[src/rtl/multdiv_iterative.sv]
// Sequential 32-bit signed multiply/divide unit: radix-2 shift-add multiply and
// restoring divide on operand magnitudes, one bit per cycle, 33-cycle latency.
module multdiv_iterative (
  input  logic        clock,
  input  logic        reset,
  input  logic [31:0] data_operandA,
  input  logic [31:0] data_operandB,
  input  logic        ctrl_MULT,
  input  logic        ctrl_DIV,
  output logic [31:0] data_result,
  output logic        data_exception,
  output logic        data_resultRDY
);

  typedef enum logic [1:0] {
    IDLE = 2'd0,
    MUL  = 2'd1,
    DIV  = 2'd2,
    DONE = 2'd3
  } state_t;

  state_t      state_r;
  state_t      state_s;
  logic [5:0]  count_r;
  logic [63:0] acc_r;
  logic [63:0] acc_s;
  logic [31:0] opnd_r;
  logic        neg_r;
  logic        b_zero_r;
  logic        div_ovf_r;

  logic        start_s;
  logic        busy_s;
  logic        iter_s;
  logic        finish_s;
  logic [32:0] sum_s;
  logic [32:0] rem_sh_s;
  logic [32:0] diff_s;
  logic [63:0] prod_s;
  logic [31:0] quo_s;
  logic [31:0] res_s;
  logic        exc_s;

  function automatic logic [31:0] abs32(input logic [31:0] v);
    if (v[31]) begin
      abs32 = 32'd0 - v;
    end else begin
      abs32 = v;
    end
  endfunction

  assign start_s  = ctrl_MULT | ctrl_DIV;
  assign busy_s   = (state_r == MUL) || (state_r == DIV);
  assign iter_s   = busy_s && (count_r != 6'd32);
  assign finish_s = busy_s && (count_r == 6'd32);

  // State register.
  always_ff @(posedge clock) begin
    if (reset) begin
      state_r <= IDLE;
    end else begin
      state_r <= state_s;
    end
  end

  // Next-state logic; a start pre-empts whatever is running, MULT over DIV.
  always_comb begin
    state_s = state_r;
    if (start_s) begin
      state_s = ctrl_MULT ? MUL : DIV;
    end else begin
      case (state_r)
        IDLE:     state_s = IDLE;
        MUL, DIV: state_s = (count_r == 6'd32) ? DONE : state_r;
        DONE:     state_s = IDLE;
        default:  state_s = IDLE;
      endcase
    end
  end

  // One iteration step and the final sign/exception fix-up.
  always_comb begin
    sum_s    = {1'b0, acc_r[63:32]} + (acc_r[0] ? {1'b0, opnd_r} : 33'd0);
    rem_sh_s = {acc_r[63:32], acc_r[31]};
    diff_s   = rem_sh_s - {1'b0, opnd_r};
    if (state_r == MUL) begin
      acc_s = {sum_s, acc_r[31:1]};
    end else if (!diff_s[32]) begin
      acc_s = {diff_s[31:0], acc_r[30:0], 1'b1};
    end else begin
      acc_s = {rem_sh_s[31:0], acc_r[30:0], 1'b0};
    end

    prod_s = neg_r ? (64'd0 - acc_r) : acc_r;
    quo_s  = neg_r ? (32'd0 - acc_r[31:0]) : acc_r[31:0];
    if (state_r == MUL) begin
      res_s = prod_s[31:0];
      exc_s = !((&prod_s[63:31]) || !(|prod_s[63:31]));
    end else if (b_zero_r) begin
      res_s = 32'd0;
      exc_s = 1'b1;
    end else begin
      res_s = quo_s;
      exc_s = div_ovf_r;
    end
  end

  // Operand latch, iteration datapath and registered outputs.
  always_ff @(posedge clock) begin
    if (reset) begin
      count_r        <= 6'd0;
      acc_r          <= 64'd0;
      opnd_r         <= 32'd0;
      neg_r          <= 1'b0;
      b_zero_r       <= 1'b0;
      div_ovf_r      <= 1'b0;
      data_result    <= 32'd0;
      data_exception <= 1'b0;
      data_resultRDY <= 1'b0;
    end else if (start_s) begin
      // Multiply keeps |A| as the addend; divide keeps |B| as the divisor.
      count_r        <= 6'd0;
      opnd_r         <= ctrl_MULT ? abs32(data_operandA) : abs32(data_operandB);
      acc_r          <= {32'd0, ctrl_MULT ? abs32(data_operandB) : abs32(data_operandA)};
      neg_r          <= data_operandA[31] ^ data_operandB[31];
      b_zero_r       <= (data_operandB == 32'd0);
      div_ovf_r      <= (data_operandA == 32'h8000_0000) && (data_operandB == 32'hFFFF_FFFF);
      data_resultRDY <= 1'b0;
    end else if (iter_s) begin
      acc_r          <= acc_s;
      count_r        <= count_r + 6'd1;
      data_resultRDY <= 1'b0;
    end else if (finish_s) begin
      data_result    <= res_s;
      data_exception <= exc_s;
      data_resultRDY <= 1'b1;
    end else begin
      data_resultRDY <= 1'b0;
    end
  end

endmodule

[config.mk]
export PLATFORM = sky130hd
export DESIGN_NAME = multdiv_iterative
export DESIGN_NICKNAME = d
export VERILOG_FILES = /design/src/rtl/multdiv_iterative.sv
export SDC_FILE = /design/constraint.sdc
export NUM_CORES = 1
export LEC_CHECK = 0
export BUFFER_PORTS_ARGS = -buffer_cell sky130_fd_sc_hd__buf_4
export CAP_MARGIN = 40
export CORE_MARGIN = 3
export CORE_UTILIZATION = 55
export CTS_BUF_LIST = sky130_fd_sc_hd__clkbuf_8
export CTS_CLUSTER_DIAMETER = 40
export DETAILED_ROUTE_END_ITERATION = 12
export PLACE_DENSITY = 0.74
export SYNTH_ARGS = -nofsm -noshare
export SYNTH_HDL_FRONTEND = slang
export SYNTH_SLANG_ARGS = --single-unit
[constraint.sdc]
create_clock -name clock -period 4 [get_ports clock]
set_input_delay 0.6 -clock clock [delete_from_list [all_inputs] [get_ports clock]]
set_output_delay 0.6 -clock clock [all_outputs]
set_load 0.01 [all_outputs]
==> out/qor.csv <==
metric,value,unit
Ant. Diodes,0,
RSZ-0062 raised after global routing,false,
status,finished clean,
top layer used by detailed routing,met4,
Synth area leader,dfxtp_1,
Starting Density,56.2,%
Die X-Extent,164,um
# IOs,102,
ANT nets after route,0,
Max-Cap Viols,0,
register area share after synthesis,20.6,%
setup TNS,0,ns
Starting DRT DRC Count,1497,
via count,14800,
core area,24400,um2
post-synth cell types,86,
vias in the first global route,14000,
Top delay family on crit path,compound AO/OA/AOI/OAI gates,
dpl hpwl,36.8,mm
Post-synth EDFFs,0,
Syn Inst Count,1872,
Hold Path Class,in -> reg,
average cell area after synthesis,7.32,um2
Critical Path RT,4.36,ns
share of cells above drive strength 1,14.0,%
most frequent cells in the layout,"248 x nor2_1, 177 x buf_4, 140 x dfxtp_1",
gr ovfl total,0,
Area contributors post-synth,"dfxtp_1 21%, nor2_1 6.8%, ha_1 6.5%",
Layout area overhead,12.1,%
highest clock rate,270,MHz
GP Congestion,1.01,
worst clock skew,0.0216,ns
CTS Buf Count,17,
Post-Syn Area,13700,um2
endpoints failing hold,0,
H-tree depth,4,
pwr dens,270,nW/um2
drc violations,0,
Tmin final,3.71,ns
Skew-Pair Late Insertion Delay,0.48,ns
Total Routing Usage GR,35.2,%
peak supply drop,0.201,mV
metal3 WL,3.70,mm
crit end category,flip-flop,
Tightest Pin Transition,0.758,ns
first-pass GRT wire length,75.1,mm
"Slew Viols, Final",0,
clk sinks,141,
M1 WL,19.3,mm
largest net degree at the start of global routing,72,
LEAKAGE,6.19,nW
Pre-antenna DRT Iters,6,
clock root cell,clkbuf_8,
"Reg clk slew, reported paths",0.11,ns
Nets,2077,
CTS max path bufs,2,
Syn. warnings,0,
Via density,6.52,
share of Yosys cell area claimed by the top area cell type,20.6,%
Die Height,164,um
met2 WL post-DR,21.6,mm
worst path bufs/invs,4,
CP Class,reg -> reg,
final setup fails,0,
CP max stage delay,0.46,ns
top_reg_cell synth,dfxtp_1,
Tot Pwr,0.00414,W
PortBufs,101,
CTS tree,yes,
Std-Cell Rows,57,
Synth Register Bits,141,
worst-path cell chain,inv_1 > ha_1 > inv_1 > fa_1 > a211oi_1 > o21ai_1 > nand3_1 > a2111o_1 > a311oi_1 > o311ai_4 > buf_12 > buf_12 > mux2_2 > o211ai_1 > a21oi_1,
"Max FO, Critical Path",22,
Mapped Nets,2013,
"most common cell after layout, fill and taps aside",nor2_1,
fin crit share,92.6,%
"slowest stage cell, crit path",a2111o_1,
CP startpoint kind,flip-flop,
Max-slew headroom,49.4,%
WL per Instance,21.1,um
initial antenna violation count,0,
area of the die,26800,um2
asr flop ratio synth,0,%
Arrival @ worst endpoint,4.06,ns
Total Wirelength,48.0,mm
[cell families after synthesis]
group	count (synthesis)	synth area share, %
AND/OR/NAND/NOR	664	24.0
multiplexers	35	2.67
XOR/XNOR	159	10.2
flip-flops	141	20.6
adder cells (fa/ha/maj)	73	6.78
buffers and inverters	211	6.45
AO/OA/AOI/OAI	589	29.3
[final timing paths]
kind	slack (ns)	end	depth (start not counted)	startpoint
min reg2reg	0.52	count_r[1]$_SDFFE_PP0P_	2	count_r[1]$_SDFFE_PP0P_
min	0.43	opnd_r[0]$_SDFFE_PP0N_	3	data_operandA[0]
max reg2reg	0.29	acc_r[33]$_SDFFE_PP0P_	15	acc_r[31]$_SDFFE_PP0P_
max	0.29	acc_r[33]$_SDFFE_PP0P_	15	acc_r[31]$_SDFFE_PP0P_
[Yosys cell counts, types with 12 or more instances]
| library cell | instances |
|---|---|
| nand2_1 | 122 |
| inv_1 | 73 |
| xor2_1 | 72 |
| mux2_2 | 12 |
| nor2_1 | 249 |
| nor3_1 | 46 |
| or2_2 | 14 |
| nand2b_1 | 18 |
| ha_1 | 71 |
| mux2i_1 | 23 |
| or4_1 | 17 |
| o211ai_1 | 15 |
| o21ai_0 | 105 |
| o41ai_1 | 14 |
| or3_1 | 21 |
| nand4_1 | 31 |
| nor4_1 | 23 |
| o31ai_1 | 35 |
| nor2b_1 | 24 |
| and3_1 | 14 |
| xnor2_1 | 87 |
| clkbuf_1 | 112 |
| a211oi_1 | 57 |
| a22oi_1 | 35 |
| nand3_1 | 39 |
| a21oi_1 | 130 |
| a31oi_1 | 14 |
| o21a_1 | 26 |
| a21o_1 | 24 |
| a2111oi_0 | 49 |
| dfxtp_1 | 141 |
[stage by stage]
stage / hold slack, ns / instances / area (um2) / util [%] / setup slack (ns)
2_1_floorplan: 0.426 / 1872 / 13700 / - / 0.606
3_3_place_gp: 0.480 / 2238 / 14900 / 61.1 / 0.194
3_5_place_dp: 0.499 / 2239 / 14900 / 61.1 / 0.163
4_1_cts: 0.420 / 2271 / 15300 / 62.8 / 0.128
5_1_grt: 0.436 / 2273 / 15400 / 62.9 / 0.0753
6_report: 0.430 / 2273 / 15400 / 62.9 / 0.295
[flip-flops by register name (all words and copies together), names as in the netlist]
name / count
acc_r: 64
data_exception: 1
data_resultRDY: 1
div_ovf_r: 1
state_r: 2
opnd_r: 32
data_result: 32
neg_r: 1
b_zero_r: 1
count_r: 6
[report_power, final]
part	leakage [nW]	internal (W)	switching [W]
sequential	1.15	0.00147	0.0000834
combinational	4.82	0.000516	0.000826
clock	0.212	0.000486	0.000757
[tightest hold or removal path: cells and delay by family]
kind                   cells  cell delay, ns
buffers and inverters      2            0.20
AO/OA/AOI/OAI              1            0.07
[cell type report]
cell class | count | area, um2
clock buffers | 17 | 234
clock inverters | 15 | 194
fillers | 2295 | 9040
inverters | 75 | 282
multi-input cells | 1520 | 10000
flip-flops and latches | 141 | 2820
well taps | 324 | 405
repair buffers | 181 | 1390
[routing by layer]
layer  track usage [%]  vias to the layer above
met2              57.1                      722
li1                  -                     7041
met4              21.8                        0
met1              44.2                     6910
met5                 0                        -
met3              4.89                      152
[what timing repair did]
item                       in CTS  in global routing
setup buffers                   0                  2
setup endpoints to repair       0                 10
hold buffers                    0                  0
gates resized for setup         0                  1
hold endpoints to repair        0                  0
Note: power is estimated with default switching activity, not from simulation.
